===== src/rtl/sc_node_fifo_stage.sv =====
// sc_node_fifo_stage: SmartConnect channel buffer, DEPTH-entry FIFO between a node and the switchboard.
// Optional SC_NODE_FIFO_STATS_EN adds stat_xfer_cnt / stat_hwm counters.
module sc_node_fifo_stage #(
   parameter int PAYLD_WIDTH   = 592,
   parameter int INFO_WIDTH    = 1,
   parameter int DEPTH         = 4,
   parameter int REQ_LOOKAHEAD = 1
) (
   input  logic                          aclk,
   input  logic                          aresetn,
   input  logic [PAYLD_WIDTH-1:0]        s_sc_payld,
   input  logic [INFO_WIDTH-1:0]         s_sc_info,
   input  logic                          s_sc_req,
   input  logic                          s_sc_send,
   output logic                          s_sc_recv,
   output logic [PAYLD_WIDTH-1:0]        m_sc_payld,
   output logic [INFO_WIDTH-1:0]         m_sc_info,
   output logic                          m_sc_req,
   output logic                          m_sc_send,
   input  logic                          m_sc_recv
`ifdef SC_NODE_FIFO_STATS_EN
   ,
   output logic [31:0]                   stat_xfer_cnt,
   output logic [$clog2(DEPTH):0]        stat_hwm
`endif
);
   localparam int AW = $clog2(DEPTH);
   localparam int CW = AW + 1;
   localparam int W  = PAYLD_WIDTH + INFO_WIDTH;
   logic [W-1:0]  r_mem [DEPTH];
   logic [W-1:0]  r_head, w_head_nxt;
   logic [AW-1:0] r_wr_ptr, r_rd_ptr, w_rd_nxt;
   logic [CW-1:0] r_count, w_count_nxt;
   logic          r_recv, w_push, w_pop;
   // Next head is the freshly pushed beat when it lands exactly at the new read pointer.
   always_comb begin
      w_push      = s_sc_send && r_recv;
      w_pop       = (r_count != '0) && m_sc_recv;
      w_count_nxt = r_count + CW'(w_push) - CW'(w_pop);
      w_rd_nxt    = r_rd_ptr + AW'(w_pop);
      w_head_nxt  = (w_count_nxt == '0) ? r_head :
                    (w_push && w_rd_nxt == r_wr_ptr) ? {s_sc_info, s_sc_payld} : r_mem[w_rd_nxt];
   end
   always_ff @(posedge aclk)
      if (w_push) r_mem[r_wr_ptr] <= {s_sc_info, s_sc_payld};
   always_ff @(posedge aclk or negedge aresetn)
      if (!aresetn) begin
         r_wr_ptr <= '0;
         r_rd_ptr <= '0;
         r_count  <= '0;
         r_recv   <= 1'b0;
         r_head   <= '0;
      end else begin
         r_wr_ptr <= r_wr_ptr + AW'(w_push);
         r_rd_ptr <= w_rd_nxt;
         r_count  <= w_count_nxt;
         r_recv   <= w_count_nxt < CW'(DEPTH);
         r_head   <= w_head_nxt;
      end
   assign s_sc_recv               = r_recv;
   assign m_sc_send               = r_count != '0;
   assign {m_sc_info, m_sc_payld} = r_head;
   assign m_sc_req                = (r_count != '0) || ((REQ_LOOKAHEAD != 0) && s_sc_req && aresetn);
`ifdef SC_NODE_FIFO_STATS_EN
   logic [31:0]   r_xfer_cnt;
   logic [CW-1:0] r_hwm;
   always_ff @(posedge aclk or negedge aresetn)
      if (!aresetn) begin
         r_xfer_cnt <= '0;
         r_hwm      <= '0;
      end else begin
         r_xfer_cnt <= r_xfer_cnt + 32'(w_pop);
         if (w_count_nxt > r_hwm) r_hwm <= w_count_nxt;
      end
   assign stat_xfer_cnt = r_xfer_cnt;
   assign stat_hwm      = r_hwm;
`endif
endmodule


===== config.mk =====
export PLATFORM = sky130hd
export DESIGN_NAME = sc_node_fifo_stage
export DESIGN_NICKNAME = d
export VERILOG_FILES = /design/src/rtl/sc_node_fifo_stage.sv
export SDC_FILE = /design/constraint.sdc
export NUM_CORES = 2
export LEC_CHECK = 0
export ABC_AREA = 1
export CORE_MARGIN = 3
export CORE_UTILIZATION = 40
export DETAILED_ROUTE_END_ITERATION = 8
export SYNTH_ARGS = -nofsm -noshare
export SYNTH_HDL_FRONTEND = slang
export SYNTH_SLANG_ARGS = --single-unit

===== constraint.sdc =====
create_clock -name aclk -period 85.4 [get_ports aclk]
set_input_delay 8.54 -clock aclk [delete_from_list [all_inputs] [get_ports aclk]]
set_output_delay 8.54 -clock aclk [all_outputs]
set_load 0.02 [all_outputs]

* Yosys cells after proc, flatten, opt, wreduce, memory -nomap -nowiden
Memory sizes are Yosys's and may differ from the RTL's. A register that Yosys moved wholly into a read port is not among the register bits.
Cells that the tools add are included.
Widths: inputs -> output; s select.
** Storage, ports and cells
- Flip-flop bits (word level) :: 8
- Memory bits (writable) :: 2372
- Input bits :: 598
- Output and inout bits :: 596
- Word-level logic and storage cells :: 20
- Memories kept :: 1
** Operators by class
- Add/subtract/negate cells :: 4
- Order comparisons :: 1
- Multiplexer cells :: 2
- Reductions and logical operators :: 8
** Memory list
- r_mem :: depth 4, width 593, read ports 1, clocked after Yosys merged registers in 1, write ports 1, line 30 : logic [W-1:0] r_mem [DEPTH];
** Operator list (number)
- $add 2x1->2 :: 2
- $add 3x1->3 :: 1
- $logic_and 1x1->1 :: 3
- $logic_not 3->1 :: 1
- $lt 3x3->1 const B :: 1
- $reduce_bool 3->1 :: 1
- $sub 3x1->3 :: 1
- $logic_not 1->1 :: 2
- $mux 1 :: 2
- $logic_or 1x1->1 :: 1

* Logic depth before layout (Yosys ltp)
- Depth after elaboration :: 5
- Mapped depth :: 15
- Depth with buffers taken out :: 12

* Worst setup path after synthesis
No wires, ideal clock.
- Path kind :: in2reg
- Start point :: input s_sc_send
- End point :: memory r_mem[2][0] (netlist bit) (enable)
- Library setup time :: 2284 ps
- Data arrival time :: 48582 ps
- Data required time :: 83116 ps
- Slack :: 34534 ps
- Cell stages on the path :: 2
- Buffers on the path :: 0
- Cells stage by stage :: nand2_1 > nor3_1
** On the way
- Cells in the longest elaborated chain, start to end :: 3
** RTL lines
- start, declared :: line 14 : input logic s_sc_send,
- $logic_and 1x1->1 :: line 37 : w_push = s_sc_send && r_recv;
- $mux 1 :: line 45 : if (w_push) r_mem[r_wr_ptr] <= {s_sc_info, s_sc_payld};
- $mux 1 (implied by the code) :: line 45
- end, declared :: line 30
Every way passes these cells.

* Worst setup path after layout
- Start point :: input s_sc_req
- End point :: output m_sc_req
** On the way
- Cells in the longest elaborated chain, start to end :: 2
** RTL lines
- start, declared :: line 13 : input logic s_sc_req,
- $logic_and 1x1->1 :: line 63 : assign m_sc_req = (r_count != '0) || ((REQ_LOOKAHEAD != 0) && s_sc_req && aresetn);
- $logic_or 1x1->1 :: line 63
- end, declared :: line 18 : output logic m_sc_req,
Every way passes these cells.

==> impl_results.md <==
- Tightest Hold Check Type: reg2reg
- Layout area overhead: 20.5%
- First-pass GRT wire length: 570000 µm
- Nets: ~15000
- IO Port Bufs: 1193
- Worst skew pair latency: 0.92 ns
- Commonest non-fill, non-tap cells in the layout: nand2_1 (4165), edfxtp_1 (2372), inv_1 (1793), nand3_1 (1782), clkdlybuf4s50_1 (1192)
- Register area share after synthesis: 0.671
- Number of fill cells in the layout: 28878
- Final design utilization: 0.486
- Share of cells above drive strength 1: 0.0438
- Simple-gate share of the synthesized area: 0.226
- Critical path launch point type: input port
- Final period utilization: 0.221
- Tot Pwr: 6.67 mW
- Final Max Slew Viols: 0
- Net switching power: roughly 3 mW
- Run status: complete, no violations
- Fin. Hold Viols: 0
- Router iterations before antenna repair: 8
- Post-Synthesis Cells: approximately 13000
- Via count: 93020
- Req. time, crit path: 76.86 ns
- Max Freq: around 53 MHz
- DRT antenna net count: 0
- Max-Slew Margin vs Limit: 0.212
- Worst hold endpoint: r_head[122]
- Crit path max fanout: 1
- Vias in the first global route: 87236
- H-tree Lvls: 5
- Largest net degree at the start of global routing: 196
- Initial Utilization: 0.403
- Total length of routed met3 wires: between 20000 and 30000 µm
- Final-report setup violation count: 0
- Post-layout min period: about 19 ns
- Main combinational cell family by area after synthesis: simple AND/OR/NAND/NOR gates
- Post-cts sizing count: 0
- Max-cap violations: 0
- Initial DRC Count: 8409
- Post-synthesis register bit count: 2973
- Core ar.: between 300000 and 400000 µm²
- Routed wire per std cell: roughly 20 µm
- Worst-case clock buffer depth: 4
- DRC errors left: 0
- TritonCTS clock tree: yes
- Met1 Routed Length: around 160000 µm
- Worst vdd ir: 0.0866 mV
- Routed WL: 383000 µm
- Syn Area/Cell: 9.67 µm²
- Setup TNS: 0 ns
- Combinational share of power: 0.473
- Die width: 573 µm
- Root Buffer Master: clkbuf_16
- FF-to-FF path depth: 16
- R2R setup slack: around 77 ns
- Hold Crit Depth: 2
- RePlAce Congestion: 0.797
- Die height: 573 µm
- Clock slew at reported path FFs: around 0.050 ns
- Post-synthesis compound-gate area fraction: 0.0231
- Top Layer Used: met5
- Die area: 328000 µm²
- Synthesized Nets: roughly 14000
- Routed wl met2: 180000 µm
- Clk_skew: 0.0820 ns
- LEAKAGE: 67.5 nW
- Internal: 3.70 mW
- Ys Warns: 0
- IO Pins: roughly 1200
- Arrival time worst endpoint: 10.33 ns
- Cells after DPL: ~18000
- Adder-cell share of the synthesized area: 0.000545
- Mapped Area: 129000 µm²
- Synth unique cells: 20
- Net Sw Frac: 0.445
- Initial antenna violation count: 90
- CP Capture Type: output port
- Vias/cell: 4.95
- Post-DP HPWL: about 220000 µm
- Worst slew pin tran: between 1 and 1.5 ns
- Worst hold margin: 0.504 ns
- R2r startpoint: r_count[2]
- Most common cell after layout, fill and taps aside: nand2_1
- XOR/XNOR Fraction of Synth Area: 0.0000681
- Sink Count: 2973
- Sequential share of power: 0.314
- Worst R2R End: r_head[311]
- Rows: 207
- Critical path type: in2out
- Inserted Clock Buffers: about 320
- Post-CTS Setup Repair Bufs: 0
- Clock power share: 0.213
- Multiplexer share of the synthesized area: 0
- Post-layout instance count excluding filler cells: 18782
- Aggregate global routing overflow: 0
- PD cells: ~43 nW/µm²
- All-Layer GR Usage: 0.225
- Post-cts hold buffer count: 0
- RSZ-0062 raised after global routing: no
- Hold Crit Start: r_head[122]
synthesized netlist by cell type:
master / count / area (µm²)
nor2_2: 1 / 6.26
xor2_1: 1 / 8.76
and2_1: 1 / 6.26
nor2_4: 1 / 11.3
nand3_1: 1783 / 8920
edfxtp_1: 2372 / 71200
nor3_1: 5 / 25.0
buf_4: 2 / 15.0
o21ai_0: 593 / 2970
dfrtp_1: 601 / 15000
buf_2: 375 / 1880
inv_2: 1 / 3.75
clkbuf_1: 343 / 1290
buf_1: 64 / 240
fa_1: 1 / 20.0
nor2_1: 1187 / 4460
ha_1: 4 / 50.1
nand2_1: 4167 / 15600
inv_1: 1793 / 6730
nand2_2: 2 / 12.5
power by group through the flow:
stage                     clock network [mW]  registers [mW]  logic, mW
after floorplan                            0            2.53       1.82
after global placement                     0            2.11       3.16
after detailed placement                   0            2.11       3.18
after CTS                               1.45            2.09       3.19
after global routing                    1.51            2.11       3.50
final                                   1.42            2.09       3.15
flip-flops by register name, indices dropped and copies added (netlist names):
signal     count
r_head       593
r_mem       2372
r_count        3
r_rd_ptr       2
s_sc_recv      1
r_wr_ptr       2
layer usage:
layer,global-route usage,vias up
met4,0.0887,44
met2,0.360,3101
li1,-,44372
met5,0,-
met3,0.0429,641
met1,0.304,44862
per-stage QoR:
stage	area [µm²]	setup WS, ns
2_1_floorplan	129000	34.53
3_3_place_gp	144000	66.52
3_5_place_dp	144000	66.52
4_1_cts	155000	66.52
5_1_grt	155000	66.55
6_report	155000	66.53
worst max path at each step:
stage	start	end	slack, ns
floorplan	s_sc_send	r_mem[2][0]	34.53
global placement	s_sc_req	m_sc_req	66.52
finish	s_sc_req	m_sc_req	66.53
CTS	s_sc_req	m_sc_req	66.52
detailed placement	s_sc_req	m_sc_req	66.52
global route	s_sc_req	m_sc_req	66.55
critical path, cell delays in order:
cell	delay [ns]
clkdlybuf4s50_1	0.78
nand2_1	0.10
nand2_1	0.12
clkdlybuf4s50_1	0.76
area by class of cell:
| type | count | area [µm²] | area share |
|---|---|---|---|
| Clock inverter | 153 | 1800 | 0.0116 |
| Clock buffer | 445 | 9090 | 0.0587 |
| Sequential cell | 2973 | 86300 | 0.557 |
| Inverter | 1794 | 6740 | 0.0435 |
| Tap cell | 4284 | 5360 | 0.0346 |
| Antenna cell | 67 | 168 | 0.00108 |
| Multi-Input combinational cell | 7746 | 32200 | 0.208 |
| Timing Repair Buffer | 1320 | 13200 | 0.0855 |
kinds of logic (layout without fill, tap and decap cells):
| kind of cell | Yosys count | count (layout) |
|---|---|---|
| and+or+nand+nor | 7147 | 7147 |
| DFF | 2973 | 2973 |
| buffers and inverters | 2578 | 3712 |
| AOI/OAI and AO/OA | 593 | 593 |
| adders and majority gates | 5 | 5 |
| xor gates and xnor gates | 1 | 1 |
| other | 0 | 67 |
(Power assumes the default switching activity.)
